$ cat src/rtl/hexdisp_pkg.sv
// Shared constants for the seven-segment hex driver feeder: FSM encoding,
// driver register addresses and the 6-digit saturation value.
package hexdisp_pkg;

  localparam logic [1:0] S_IDLE    = 2'd0;
  localparam logic [1:0] S_CONV    = 2'd1;
  localparam logic [1:0] S_WR_VAL  = 2'd2;
  localparam logic [1:0] S_WR_MODE = 2'd3;

  localparam logic ADDR_HEXVAL = 1'b0;
  localparam logic ADDR_MODE   = 1'b1;

  localparam int NDIGITS = 6;
  localparam int MAX_DEC = 999999;

  localparam logic [4*NDIGITS-1:0] BCD_SAT = 24'h999999;

  // Driver hexval register layout: digits in the low 24 bits, rest zero.
  function automatic logic [31:0] hexval_word(input logic [4*NDIGITS-1:0] bcd);
    return {8'h00, bcd};
  endfunction

endpackage

$ cat src/rtl/bcd_hex_writer_if.sv
// Upstream value/mode inputs and the downstream driver register write port.
interface bcd_hex_writer_if #(
  parameter int BIN_W = 20
) ();

  logic             in_valid;
  logic             in_ready;
  logic [BIN_W-1:0] in_data;
  logic             mode_set;
  logic             mode_bit;
  logic             address;
  logic             write;
  logic [31:0]      writedata;
  logic             overflow;

  modport slave (
    input  in_valid, in_data, mode_set, mode_bit,
    output in_ready, address, write, writedata, overflow
  );

  modport master (
    output in_valid, in_data, mode_set, mode_bit,
    input  in_ready, address, write, writedata, overflow
  );

endinterface

$ cat src/rtl/bcd_add3.sv
// Double-dabble digit correction: nibbles of 5 or more get 3 added before the shift.
module bcd_add3 (
  input  logic [3:0] nib,
  output logic [3:0] res
);

  assign res = (nib >= 4'd5) ? nib + 4'd3 : nib;

endmodule

$ cat src/rtl/bcd_hex_writer.sv
// Converts a binary value to 6 BCD digits (one bit per cycle) and writes it to the
// hex driver; mode requests are queued and written to the driver's mode register.
module bcd_hex_writer
  import hexdisp_pkg::*;
#(
  parameter int BIN_W   = 20,
  parameter int MAX_DEC = hexdisp_pkg::MAX_DEC
) (
  input  logic              clk,
  input  logic              reset_n,
  bcd_hex_writer_if.slave   bus
);

  localparam int CNT_W = $clog2(BIN_W + 1);
  localparam int BCD_W = 4 * NDIGITS;

  logic [1:0]       state_reg, state_next;
  logic [BIN_W-1:0] bin_reg;
  logic [BCD_W-1:0] bcd_reg;
  logic [CNT_W-1:0] cnt_reg;
  logic             ovf_reg;
  logic             mode_pend_reg;
  logic             mode_val_reg;

  logic             write_reg;
  logic             address_reg;
  logic [31:0]      writedata_reg;
  logic             overflow_reg;

  logic [BCD_W-1:0] corrected;
  logic [BCD_W-1:0] bcd_shift;
  logic [BIN_W-1:0] bin_shift;
  logic             mode_pend_eff;
  logic             mode_val_eff;
  logic             ready;
  logic             accept;
  logic             conv_done;
  logic             in_over;

  generate
    for (genvar gi = 0; gi < NDIGITS; gi++) begin : g_digit
      bcd_add3 u_add3 (
        .nib (bcd_reg[4*gi +: 4]),
        .res (corrected[4*gi +: 4])
      );
    end
  endgenerate

  assign bcd_shift = {corrected[BCD_W-2:0], bin_reg[BIN_W-1]};
  assign bin_shift = bin_reg << 1;

  // A mode pulse arriving this cycle already blocks data, so mode always wins.
  assign mode_pend_eff = mode_pend_reg | bus.mode_set;
  assign mode_val_eff  = bus.mode_set ? bus.mode_bit : mode_val_reg;
  assign ready         = (state_reg == S_IDLE) & ~mode_pend_eff;
  assign accept        = bus.in_valid & ready;
  assign conv_done     = (state_reg == S_CONV) && (cnt_reg == CNT_W'(BIN_W - 1));
  assign in_over       = {{(32-BIN_W){1'b0}}, bus.in_data} > 32'(MAX_DEC);

  always_comb begin
    state_next = state_reg;
    case (state_reg)
      S_IDLE: begin
        if (mode_pend_eff)   state_next = S_WR_MODE;
        else if (accept)     state_next = S_CONV;
      end
      S_CONV:    if (conv_done) state_next = S_WR_VAL;
      S_WR_VAL:  state_next = mode_pend_eff ? S_WR_MODE : S_IDLE;
      S_WR_MODE: state_next = S_IDLE;
      default:   state_next = S_IDLE;
    endcase
  end

  always_ff @(posedge clk or negedge reset_n) begin
    if (!reset_n) begin
      state_reg     <= S_IDLE;
      bin_reg       <= '0;
      bcd_reg       <= '0;
      cnt_reg       <= '0;
      ovf_reg       <= 1'b0;
      mode_pend_reg <= 1'b0;
      mode_val_reg  <= 1'b0;
      write_reg     <= 1'b0;
      address_reg   <= 1'b0;
      writedata_reg <= '0;
      overflow_reg  <= 1'b0;
    end else begin
      state_reg <= state_next;

      if (accept) begin
        bin_reg <= bus.in_data;
        bcd_reg <= '0;
        cnt_reg <= '0;
        ovf_reg <= in_over;
      end else if (state_reg == S_CONV) begin
        bin_reg <= bin_shift;
        bcd_reg <= bcd_shift;
        cnt_reg <= cnt_reg + CNT_W'(1);
        // A carry out of the top digit can only mean the value exceeds 6 digits.
        ovf_reg <= ovf_reg | corrected[BCD_W-1];
      end

      // The mode write consumes the request, including a pulse arriving on entry.
      if (state_next == S_WR_MODE) mode_pend_reg <= 1'b0;
      else if (bus.mode_set)       mode_pend_reg <= 1'b1;
      if (bus.mode_set) mode_val_reg <= bus.mode_bit;

      write_reg    <= (state_next == S_WR_VAL) || (state_next == S_WR_MODE);
      overflow_reg <= (state_next == S_WR_VAL) & ovf_reg;
      if (state_next == S_WR_VAL) begin
        address_reg   <= ADDR_HEXVAL;
        writedata_reg <= hexval_word(ovf_reg ? BCD_SAT : bcd_shift);
      end else if (state_next == S_WR_MODE) begin
        address_reg   <= ADDR_MODE;
        writedata_reg <= {31'h0, mode_val_eff};
      end
    end
  end

  assign bus.in_ready  = ready;
  assign bus.write     = write_reg;
  assign bus.address   = address_reg;
  assign bus.writedata = writedata_reg;
  assign bus.overflow  = overflow_reg;

endmodule

$ cat src/flat_wrapper.sv
// flat-port wrapper written by rule: the top's interface ports become plain ports
module bcd_hex_writer_flat import hexdisp_pkg::*;
#(
  parameter int BIN_W   = 20,
  parameter int MAX_DEC = hexdisp_pkg::MAX_DEC
)
  (clk, reset_n, bus_in_valid, bus_in_data, bus_mode_set, bus_mode_bit, bus_in_ready, bus_address, bus_write, bus_writedata, bus_overflow);
  bcd_hex_writer_if #(.BIN_W(BIN_W)) bus_i ();
  input  logic clk;
  input  logic reset_n;
  input wire logic [$bits(bus_i.in_valid)-1:0] bus_in_valid;
  input wire logic [$bits(bus_i.in_data)-1:0] bus_in_data;
  input wire logic [$bits(bus_i.mode_set)-1:0] bus_mode_set;
  input wire logic [$bits(bus_i.mode_bit)-1:0] bus_mode_bit;
  output wire logic [$bits(bus_i.in_ready)-1:0] bus_in_ready;
  output wire logic [$bits(bus_i.address)-1:0] bus_address;
  output wire logic [$bits(bus_i.write)-1:0] bus_write;
  output wire logic [$bits(bus_i.writedata)-1:0] bus_writedata;
  output wire logic [$bits(bus_i.overflow)-1:0] bus_overflow;
  assign bus_i.in_valid = bus_in_valid;
  assign bus_i.in_data = bus_in_data;
  assign bus_i.mode_set = bus_mode_set;
  assign bus_i.mode_bit = bus_mode_bit;
  assign bus_in_ready = bus_i.in_ready;
  assign bus_address = bus_i.address;
  assign bus_write = bus_i.write;
  assign bus_writedata = bus_i.writedata;
  assign bus_overflow = bus_i.overflow;
  bcd_hex_writer #(.BIN_W(BIN_W), .MAX_DEC(MAX_DEC)) u_core (.clk(clk), .reset_n(reset_n), .bus(bus_i));
endmodule
$ cat config.mk
export PLATFORM = sky130hd
export DESIGN_NAME = bcd_hex_writer_flat
export DESIGN_NICKNAME = d
export VERILOG_FILES = /design/src/rtl/hexdisp_pkg.sv /design/src/rtl/bcd_hex_writer_if.sv /design/src/rtl/bcd_add3.sv /design/src/rtl/bcd_hex_writer.sv /design/src/flat_wrapper.sv
export SDC_FILE = /design/constraint.sdc
export NUM_CORES = 1
export LEC_CHECK = 0
export ABC_AREA = 0
export CAP_MARGIN = 0
export CORE_MARGIN = 2
export CORE_UTILIZATION = 40
export DETAILED_ROUTE_END_ITERATION = 8
export SYNTH_ARGS = -nofsm -noshare
export SYNTH_HDL_FRONTEND = slang
export SYNTH_HIERARCHICAL = 1
export SYNTH_SLANG_ARGS = --single-unit
$ cat constraint.sdc
create_clock -name clk -period 3.53 [get_ports clk]
set_clock_uncertainty 0.05 [all_clocks]
set_input_delay 0.706 -clock clk [delete_from_list [all_inputs] [get_ports clk]]
set_output_delay 0.706 -clock clk [all_outputs]
set_load 0.03 [all_outputs]
# Yosys cells after proc, flatten, opt, wreduce, memory -nomap -nowiden
# Cells that the tools add are included.
[classes]
bitwise_logic = 6
order_cmp = 7
muxes = 27
n_eq_ne = 6
add_sub_neg = 7
reduce_logical = 6
[op_table]
columns = ["op", "count"]
rows = [
  ["$mux W24", 3],
  ["$mux W32", 2],
  ["$mux W20", 2],
  ["$add A4 B2 Y4 const B", 6],
  ["$ge A4 B3 Y1 const B", 6],
  ["$mux W4", 6],
  ["$gt A20 B20 Y1 const B", 1],
  ["$mux W5", 2],
  ["$eq A2 B2 Y1 const B", 4],
  ["$mux W2", 4],
  ["$pmux W2 S4", 1],
  ["$mux W1", 7],
  ["$reduce_bool A2 Y1", 3],
  ["$add A5 B1 Y5 const B", 1],
  ["$eq A5 B5 Y1 const B", 1],
  ["$and A1 B1 Y1", 3],
  ["$eq A2 B1 Y1 const B", 1],
  ["$logic_not A2 Y1", 1],
  ["$or A1 B1 Y1", 2],
  ["$logic_and A1 B1 Y1", 1],
  ["$logic_or A1 B1 Y1", 1],
  ["$not A1 Y1", 1],
]
[totals]
input_bits = 25
regBits = 89
elab_cells = 70

# Depth between registers and ports, before layout
[logic_depth]
word_depth = 10
depth_mapped = 7
ltp_nobuf = 7

# Cells and area by module
# The synthesis kept the hierarchy.
[modules_own_cells]
columns = ["mod", "area_each_um2", "instances", "cells_each"]
rows = [
  ["bcd_hex_writer", 3374.5, 1, 336],
  ["bcd_add3", 101.3, 6, 16],
]

# Least setup slack after synthesis
# OpenSTA, ideal clock, no wires.
[synth_timing]
kind = "input -> register"
startpoint = "input port bus_mode_set"
endpoint = "register u_core.ovf_reg"
required_time_ns = 3.353
path_stages = 5
arrival_ns = 1.810
setup_slack_ns = 1.543
setup_ns = 0.127
cell_sequence = "nor4_4 > and2_1 > buf_4 > buf_2 > o22ai_1"
[synth_between]
elab_chain_cells = 5
elab_cells_between_ends = 6
classes_between = "1 x mux; 4 x bitwise; 1 x reduce/logical"
[synth_lines]
columns = ["element", "line", "rtl"]
rows = [
  ["from (decl)", "flat_wrapper.sv:13", "input wire logic [$bits(bus_i.mode_set)-1:0] bus_mode_set;"],
  ["$or A1 B1 Y1 (*)", "bcd_hex_writer.sv:53", "assign mode_pend_eff = mode_pend_reg | bus.mode_set;"],
  ["$not A1 Y1 (*)", "bcd_hex_writer.sv:55", "assign ready = (state_reg == S_IDLE) & ~mode_pend_eff;"],
  ["$and A1 B1 Y1 (*)", "bcd_hex_writer.sv:55", ""],
  ["$and A1 B1 Y1 (*)", "bcd_hex_writer.sv:56", "assign accept = bus.in_valid & ready;"],
  ["$mux W1 or $reduce_bool A2 Y1 (tied branches)", "-", ""],
  ["to (signal assigned)", "bcd_hex_writer.sv:94", "ovf_reg <= in_over;"],
  ["to (signal assigned)", "bcd_hex_writer.sv:100", "ovf_reg <= ovf_reg | corrected[BCD_W-1];"],
  ["to (decl)", "bcd_hex_writer.sv:21", "logic ovf_reg;"],
]
# Every way passes the cells marked *; elsewhere a longest branch is shown, timed or not.
# A chain may end at the register's enable or synchronous reset.

# Worst setup path in the final report
[layout_timing]
startpoint = "input port bus_mode_set"
endpoint = "output port bus_in_ready"
[layout_between]
elab_chain_cells = 3
[layout_lines]
columns = ["element", "line", "rtl"]
rows = [
  ["$or A1 B1 Y1", "bcd_hex_writer.sv:53", ""],
  ["$not A1 Y1", "bcd_hex_writer.sv:55", ""],
  ["$and A1 B1 Y1", "bcd_hex_writer.sv:55", ""],
  ["to (decl)", "flat_wrapper.sv:15", "output wire logic [$bits(bus_i.in_ready)-1:0] bus_in_ready;"],
]
# No other way between the ends.

==> out/results.tsv <==
stage	metric	value	unit
setup_path	CP Cell Sequence	clkdlybuf4s50_1 -> nor4_4 -> clkdlybuf4s50_1	
setup_path	Max FO, Critical Path	4	
global_routing	first-pass GRT wire length	14500	um
logic_synthesis	XOR/XNOR Fraction of Synth Area	0.0220	
detailed_routing	first drt pass iteration count	4	
finish	Area Growth Syn to Fin	19.6	%
setup_path	reg2reg start	u_core/state_reg[0]	
logic_synthesis	register area share after synthesis	0.503	
detailed_routing	via count	3065	
global_routing	largest net degree at the start of global routing	81	
min_path	WHS Path Cells	2	
placed_design	PortBufs	52	
logic_synthesis	Post-Synth Adder-Cell Area	0.0408	
global_routing	vias in the first global route	3034	
setup_path	arrival time worst endpoint	2270	ps
sta	final period utilization	0.856	
logic_synthesis	Synth Cell Area	3980	um^2
global_routing	gr ovfl total	0	
clock_network	clock root cell	clkbuf_8	
logic_synthesis	top cell type's share of synthesized area	0.503	
sta	top achievable clock speed	331	MHz
min_path	Hold Path Class	reg2reg	
die	IO Pins	61	
clock_network	# hold bufs at CTS	0	
placed_design	Place WS	525	ps
power_and_ir_drop	Comb pwr share	0.450	
logic_synthesis	Synth area leaders	dfrtp_1 50%, nand2_1 11%, ha_1 4.1%	
sta	setup TNS	0	ps
detailed_routing	drc violations	0	
finish	# diodes	0	
power_and_ir_drop	Pleak	2.24	nW
logic_synthesis	async set or reset register ratio after synthesis	1.00	
die	die area	10800	um^2
clock_network	Clk Latency, worst-skew pair	350	ps
power_and_ir_drop	sequential power share	0.367	
logic_synthesis	Synth Area in Compound Gates	0.151	
power_and_ir_drop	Pint	0.00242	W
setup_path	nature of the critical path startpoint	input pin	
logic_synthesis	Cells after Synth	432	
clock_network	Clock transition at path regs	80	ps
logic_synthesis	multiplexer share of the synthesized area	0.0229	
detailed_routing	Via density	5.00	
finish	Nets	513	
logic_synthesis	Synth Flop Type	dfrtp_1	
clock_network	clock sink count	80	
power_and_ir_drop	sw frac	0.421	
placed_design	number of placed instances, taps included	597	
sta	Slew Viols, Final	0	
clock_network	Post-CTS Setup Bufs	0	
die	Core Area	9730	um^2
min_path	hold path start	u_core/bus.address	
min_path	WHS Endpoint	u_core/bus.address	
setup_path	CP max stage delay	730	ps
setup_path	Worst setup EP type	primary output	
logic_synthesis	Synth cell types	36	
detailed_routing	initial DRC count	170	
sta	RSZ-0062 raised after global routing	no	
setup_path	Slowest-stage cell, CP	clkdlybuf4s50_1	
run	Max Cap Viol	0	
detailed_routing	WL final	8530	um
global_routing	initial antenna violation count	0	
detailed_routing	average wire per standard cell	13.9	um
detailed_routing	ANT nets after route	0	
die	die width	104	um
sta	Slew Limit Headroom	0.330	
sta	worst slew pin tran	1000	ps
clock_network	Clock Path Buffers	2	
clock_network	CTS tree	yes	
logic_synthesis	syn_area_per_cell	9.22	um^2
logic_synthesis	Post-synth EDFFs	0	
placed_design	gpl congestion	0.759	
finish	Finished Layout Cells	613	
clock_network	Num CTS Buffers	9	
global_routing	global-route usage over all layers	0.166	
setup_path	most used cell, CP	clkdlybuf4s50_1	
power_and_ir_drop	Psw	0.00176	W
power_and_ir_drop	total power	0.00418	W
finish	layout cell share with drive strength beyond 1	0.0708	
sta	Worst Slack Setup Final	509	ps
setup_path	r2r setup slk	1300	ps
run_status	status	complete, no violations	
clock_network	CTS resizes	0	
logic_synthesis	largest family of logic cells by synthesized area	simple AND/OR/NAND/NOR gates	
die	Initial Utilization	0.409	
die	chip height	104	um
power_and_ir_drop	Max VDD drop	0.372	mV
logic_synthesis	simple-gate portion of the synthesized area	0.197	
power_and_ir_drop	Clock power frac	0.183	
logic_synthesis	Yosys reg bits	80	
setup_path	CP Class	in2out	
die	# rows	36	
setup_path	reg-to-reg endpoint	u_core/bus.writedata[5]	
finish	fin util	0.489	
placed_design	placed wire-length estimate	5670	um
setup_path	Critical Path RT	2770	ps
logic_synthesis	synth warn	6	
sta	fin crit period	3020	ps
logic_synthesis	dominant cell type by area after synthesis	dfrtp_1	
setup_path	Reg2Reg Depth	4	
clock_network	H-tree depth	3	
sta	Final Hold Fails	0	
power_and_ir_drop	Cell Pwr Density	878	nW/um^2
finish	Fillers	950	
sta	final-report setup violation count	0	
==> critical path: cells and delay by family <==
kind	cells	cell delay, ps
buf+inv	2	1240
simple gates	1	320
==> power groups by stage <==
| stage | logic, W | registers [W] | clock network [W] |
|---|---|---|---|
| finish | 0.00188 | 0.00154 | 0.000764 |
| global route | 0.00212 | 0.00159 | 0.000834 |
| CTS | 0.00190 | 0.00154 | 0.000786 |
| detailed placement | 0.00190 | 0.00155 | 0 |
| global placement | 0.00184 | 0.00154 | 0 |
| floorplan | 0.00128 | 0.00164 | 0 |
==> worst max-delay path by stage <==
stage,start,end,slack [ps],cells after the start
after floorplan,bus_mode_set,u_core/ovf_reg,1540,5
after global placement,bus_mode_set,bus_in_ready,530,3
after detailed placement,bus_mode_set,bus_in_ready,530,3
after CTS,bus_mode_set,bus_in_ready,510,3
after global routing,bus_mode_set,bus_in_ready,440,3
final,bus_mode_set,bus_in_ready,510,3
==> logic make-up (layout without fill, tap and decap cells) <==
kind of cell | after synthesis | after routing
AND/OR/NAND/NOR | 179 | 179
AO/OA/AOI/OAI | 95 | 95
flip-flops | 80 | 80
buffers and inverters | 45 | 86
adder cells (fa/ha/maj) | 13 | 13
XOR/XNOR | 10 | 10
multiplexers | 9 | 9
other | 1 | 8
==> layout make-up <==
| cell class | instances | area, um^2 | share of cell area |
|---|---|---|---|
| clock inverters | 5 | 78.8 | 0.0166 |
| multi-input cells | 314 | 1760 | 0.370 |
| inverters | 14 | 52.6 | 0.0110 |
| flip-flops and latches | 80 | 2000 | 0.420 |
| repair buffers | 56 | 548 | 0.115 |
| well taps | 133 | 166 | 0.0349 |
| clock buffers | 11 | 151 | 0.0318 |
==> cell usage in the layout, fill, tap and decap left out, types with 2 or more instances in the layout <==
cell type        count
a22o_1              12
xor2_1               3
conb_1               8
a22oi_1             17
o21ai_1              9
clkinv_2             2
clkdlybuf4s50_1     51
a21oi_2              7
nand4_1              2
nand2_1            117
inv_1               14
nand3_1             12
a21oi_1             28
ha_1                13
mux2i_1              8
xnor2_1              7
clkbuf_8            11
buf_4                5
bufinv_16            2
nor2_1              24
dfrtp_1             80
o21ai_0             17
nand2b_1            15
==> per-layer routing <==
| metal | vias up | GRT usage | wire [um] |
|---|---|---|---|
| li1 | 1512 | - | - |
| met1 | 1466 | 0.226 | 4160 |
| met2 | 81 | 0.265 | 3910 |
| met3 | 6 | 0.0409 | 384 |
| met4 | 0 | 0.0492 | 73 |
| met5 | - | 0 | 0 |
==> cells in the mapped netlist (8+ instances only) <==
| library cell | n |
|---|---|
| nand2b_1 | 15 |
| a22oi_1 | 17 |
| buf_2 | 9 |
| nor2_1 | 24 |
| nand2_1 | 117 |
| a21oi_1 | 28 |
| dfrtp_1 | 80 |
| o21ai_0 | 17 |
| inv_1 | 14 |
| o21ai_1 | 9 |
| buf_4 | 13 |
| nand3_1 | 12 |
| mux2i_1 | 8 |
| ha_1 | 13 |
| a22o_1 | 12 |
==> through the flow <==
step / hold slack, ps / area (um^2)
floorplan: 360 / 4010
global placement: 408 / 4530
detailed placement: 414 / 4530
CTS: 434 / 4760
global route: 450 / 4760
finish: 426 / 4760
Note: power is estimated with default switching activity, not from simulation.
==> variant 1 (same flow settings) <==
`BIN_W` is set to 20 in 3 places; all go to 24.
--- a/src/rtl/bcd_hex_writer_if.sv
+++ b/src/rtl/bcd_hex_writer_if.sv
@@ -1,6 +1,6 @@
 // Upstream value/mode inputs and the downstream driver register write port.
 interface bcd_hex_writer_if #(
-  parameter int BIN_W = 20
+  parameter int BIN_W = 24
 ) ();
 
   logic             in_valid;
--- a/src/rtl/bcd_hex_writer.sv
+++ b/src/rtl/bcd_hex_writer.sv
@@ -3,7 +3,7 @@
 module bcd_hex_writer
   import hexdisp_pkg::*;
 #(
-  parameter int BIN_W   = 20,
+  parameter int BIN_W   = 24,
   parameter int MAX_DEC = hexdisp_pkg::MAX_DEC
 ) (
   input  logic              clk,
--- a/src/flat_wrapper.sv
+++ b/src/flat_wrapper.sv
@@ -1,7 +1,7 @@
 // flat-port wrapper written by rule: the top's interface ports become plain ports
 module bcd_hex_writer_flat import hexdisp_pkg::*;
 #(
-  parameter int BIN_W   = 20,
+  parameter int BIN_W   = 24,
   parameter int MAX_DEC = hexdisp_pkg::MAX_DEC
 )
   (clk, reset_n, bus_in_valid, bus_in_data, bus_mode_set, bus_mode_bit, bus_in_ready, bus_address, bus_write, bus_writedata, bus_overflow);
Ports: changed (resized bus_in_data); port bits go from 61 to 65. The function was not compared with the original's and may differ.
==> variant 1 against the unedited design <==
  * Cell area grew 5.0%
  * Sequential share of layout area is 0.49 points higher
  * Clock power decreased by 11%
  * Count of clock-buffer cells in the layout rose by 1
  * Routed wire length grew 5.1%
  * Sequential cell count is 5 higher
  * Die area grew 5.2%
  * Worst setup slack gained 0.017 ns
  * Critical path depth unchanged
  * Register-to-register slack got worse by 0.04 ns
  * Area after synthesis rose by 5.4%
  * Core utilization shrank 0.28 points
  * Power shrank 1.3%
  * Largest cell class unchanged
  * Largest power group unchanged
  * Highest routed layer unchanged
==> variant 1: results <==
export IMPL_status="finished, final reports clean"
export IMPL_irDropWorstVdd_mv=0.412
export IMPL_p_clk_uw=682
export IMPL_worstMarginPinSlew_ns=1.08
export IMPL_hold_path_class="in -> async"
export IMPL_grt_max_degree=48
export IMPL_crit_fanout=3
export IMPL_grt_pass1_vias=3006
export IMPL_arrival_ns=2.25
export IMPL_r2r_end="u_core/bus.writedata[22]"
export IMPL_synth_common_cells="nand2_1, dfrtp_1, a21oi_1"
export IMPL_numPlacedInstances=627
export IMPL_grt_pass1_wl_mm=14.7
export IMPL_crit_path_end="bus_in_ready"
export IMPL_place_gp_congestion=0.751
export IMPL_grt_use_total_pct=16.4
export IMPL_syn_area_per_cell_sq_um=9.29
export IMPL_worst_r2r_path_depth=5
export IMPL_slowest_delay_ns=0.72
export IMPL_grt_use_met1_pct=23.0
export IMPL_place_hpwl_mm=6.20
export IMPL_totalWireLength_mm=8.96
export IMPL_synth_seq_area_share_pct=50.7
export IMPL_wl_met2_mm=4.10
export IMPL_p_sw_share_pct=42.4
export IMPL_wl_met3_um=424
export IMPL_ys_top_cells_by_area="dfrtp_1, nand2_1, a21oi_1, ha_1, a22oi_1"
export IMPL_num_fill_cells=1008
export IMPL_stdcell_count=643
export IMPL_rrSetupSlack_ns=1.26
export IMPL_fin_nets=544
export IMPL_clk_latency_ns=0.34
export IMPL_drive_above_1_share_pct=7.50
export IMPL_m1WireLength_mm=4.38
export IMPL_numPortBuffers=56
export IMPL_via_per_inst=5.02
export IMPL_met3_usage_pct=2.76
export IMPL_die_area_sq_um=11300
variant 1: worst register-to-register path, delay by kind of cell (launching register included):
| kind | cells | cell delay [ns] |
|---|---|---|
| AO/OA/AOI/OAI | 1 | 0.15 |
| buffers and inverters | 1 | 0.25 |
| flip-flops | 1 | 0.50 |
| AND/OR/NAND/NOR | 3 | 1.27 |
variant 1: kinds of logic after synthesis:
group | after synthesis | synth area share, %
buffers and inverters | 46 | 6.17
DFF | 85 | 50.7
and+or+nand+nor | 187 | 19.1
xor gates and xnor gates | 10 | 2.09
AOI/OAI and AO/OA | 99 | 15.2
other | 1 | 0.0893
adders and majority gates | 13 | 3.87
muxes | 11 | 2.77
variant 1: worst min-delay path by stage:
stage / endpoint / cells past startpoint
global placement: u_core/bin_reg[18] / 2
CTS: u_core/bus.write / 1
finish: u_core/bus.writedata[18] / 1
floorplan: u_core/bcd_reg[0] / 0
detailed placement: u_core/bin_reg[9] / 2
global route: u_core/bus.writedata[14] / 1
variant 1: layout make-up:
| type | count | share of cell area, % |
|---|---|---|
| clock inverter | 4 | 0.951 |
| timing repair buffer | 64 | 12.4 |
| inverter | 14 | 1.05 |
| clock buffer | 12 | 2.90 |
| sequential | 85 | 42.5 |
| tap | 136 | 3.40 |
| multi-input combinational | 328 | 36.8 |
variant 1: stage by stage:
stage | cell area [sq um] | worst slack [ns] | hold slack, ns | total power, uW
CTS | 5000 | 0.513 | 0.316 | 4160
floorplan | 4220 | 1.44 | 0.360 | 2970
detailed placement | 4810 | 0.526 | 0.414 | 3470
finish | 5000 | 0.525 | 0.302 | 4120
global placement | 4810 | 0.572 | 0.412 | 3420
global route | 5000 | 0.468 | 0.343 | 4480
==> variant 2 (same flow settings) <==
Made on the original files. Make the reset (`reset_n`) synchronous in one clocked block.
--- a/src/rtl/bcd_hex_writer.sv
+++ b/src/rtl/bcd_hex_writer.sv
@@ -71,7 +71,7 @@
     endcase
   end
 
-  always_ff @(posedge clk or negedge reset_n) begin
+  always_ff @(posedge clk) begin
     if (!reset_n) begin
       state_reg     <= S_IDLE;
       bin_reg       <= '0;
Function: differs if reset_n is asserted again (counterexample within 4 cycles, from zero or initial values and one cycle with reset_n low); with reset_n held inactive, the same outputs for 10 cycles.
==> variant 2 against the unedited design <==
  * Area after synthesis fell by 4.1%
  * Worst setup slack got worse by 0.034 ns
  * Cell area fell by 3.7%
  * Global-route usage barely moved
  * Sequential cell count rose by 1
  * Worst hold slack got worse by 0.0050 ns
  * Routed wire length fell by 3.9%
  * Non-clock buffer count rose by 4
  * Core utilization rose by 0.68 points
  * Synthesized cell count rose by 6.9%
  * Count of clock-buffer cells in the layout did not move
  * Largest cell class is now multi-input combinational cells
Power is not compared: it rests on default switching activity, and its combinational part moved more than twofold at a synthesized area within 25%.
==> variant 2: results <==
export IMPL_grt_max_degree=51
export IMPL_seq_cells=81
export IMPL_seq_area_sq_um=1620
export IMPL_grt_met2_usage_pct=28.5
export IMPL_cts_resized=0
export IMPL_cts_buffers_inserted=9
export IMPL_grt_use_total_pct=16.6
export IMPL_area_share_nonclk_buffers_pct=12.7
export IMPL_multi_input_gates=339
export IMPL_finalHoldViolations=0
export IMPL_slowest_delay_ns=0.74
export IMPL_met3_usage_pct=4.00
export IMPL_grt_pass1_wl_mm=13.6
export IMPL_num_fill_cells=937
export IMPL_fin_nets=541
export IMPL_wl_met2_mm=3.83
export IMPL_synth_seq_area_share_pct=42.4
export IMPL_inverters_excl_clock=12
export IMPL_r2r_end="u_core/bus.writedata[14]"
export IMPL_n_antenna_cell=0
export IMPL_place_gp_congestion=0.739
export IMPL_worstMarginPinSlew_ns=1.02
export IMPL_ys_top_cells_by_area="dfxtp_1, nand2_1, o211a_1, ha_1, a21oi_1"
export IMPL_totalWireLength_mm=8.20
export IMPL_p_leak_uw=0.00193
export IMPL_worst_r2r_path_depth=5
export IMPL_synth_flop_cell="dfxtp_1"
export IMPL_path_delay_family="buffers and inverters"
export IMPL_arrival_ns=2.30
export IMPL_yosysUniqueCellTypes=39
export IMPL_place_hpwl_mm=5.43
export IMPL_num_nonclk_buffers=60
export IMPL_clock_area_share_pct=4.28
export IMPL_status="finished, final reports clean"
export IMPL_min_from="u_core/bcd_reg[9]"
export IMPL_drive_above_1_share_pct=6.30
export IMPL_ys_async_sr_fraction_pct=0
export IMPL_critPathLaunch="bus_mode_set"
export IMPL_r2r_start="u_core/state_reg[0]"
export IMPL_via_per_inst=5.02
export IMPL_rrSetupSlack_ns=1.34
export IMPL_hold_end="u_core/bcd_reg[9]"
export IMPL_m1WireLength_mm=3.94
export IMPL_grt_pass1_vias=2951
export IMPL_grt_use_met1_pct=20.7
export IMPL_numPortBuffers=52
export IMPL_ys_warn_count=6
export IMPL_drt_iter0_markers=131
export IMPL_root_buffer="clkbuf_8"
export IMPL_wl_met3_um=358
export IMPL_synth_common_cells="nand2_1, dfxtp_1, a21oi_1"
export IMPL_multi_input_area_sq_um=1980
variant 2: through the flow:
step / power [uW] / instances / setup slack, ns / hold WS, ns / instance area (sq um)
after global placement: 1190 / 621 / 0.467 / 0.407 / 4390
after floorplan: 1120 / 469 / 1.36 / 0.395 / 3850
final: 1840 / 637 / 0.475 / 0.421 / 4590
after global routing: 1940 / 637 / 0.418 / 0.452 / 4590
after detailed placement: 1190 / 621 / 0.469 / 0.412 / 4390
after CTS: 1870 / 637 / 0.457 / 0.423 / 4590
variant 2: kinds of logic after synthesis:
group                      after synthesis  synth area share, %
and+or+nand+nor                        203                 23.6
AOI/OAI and AO/OA                       98                 19.0
DFF                                     81                 42.4
buffers and inverters                   49                 6.42
adders and majority gates               13                 4.26
xor gates and xnor gates                10                 2.29
muxes                                    7                 1.83
other                                    1               0.0981
variant 2: power breakdown:
part / switching [uW] / total [uW] / internal [uW]
sequential: 17.2 / 957 / 940
clock: 330 / 674 / 344
combinational: 130 / 210 / 80.2
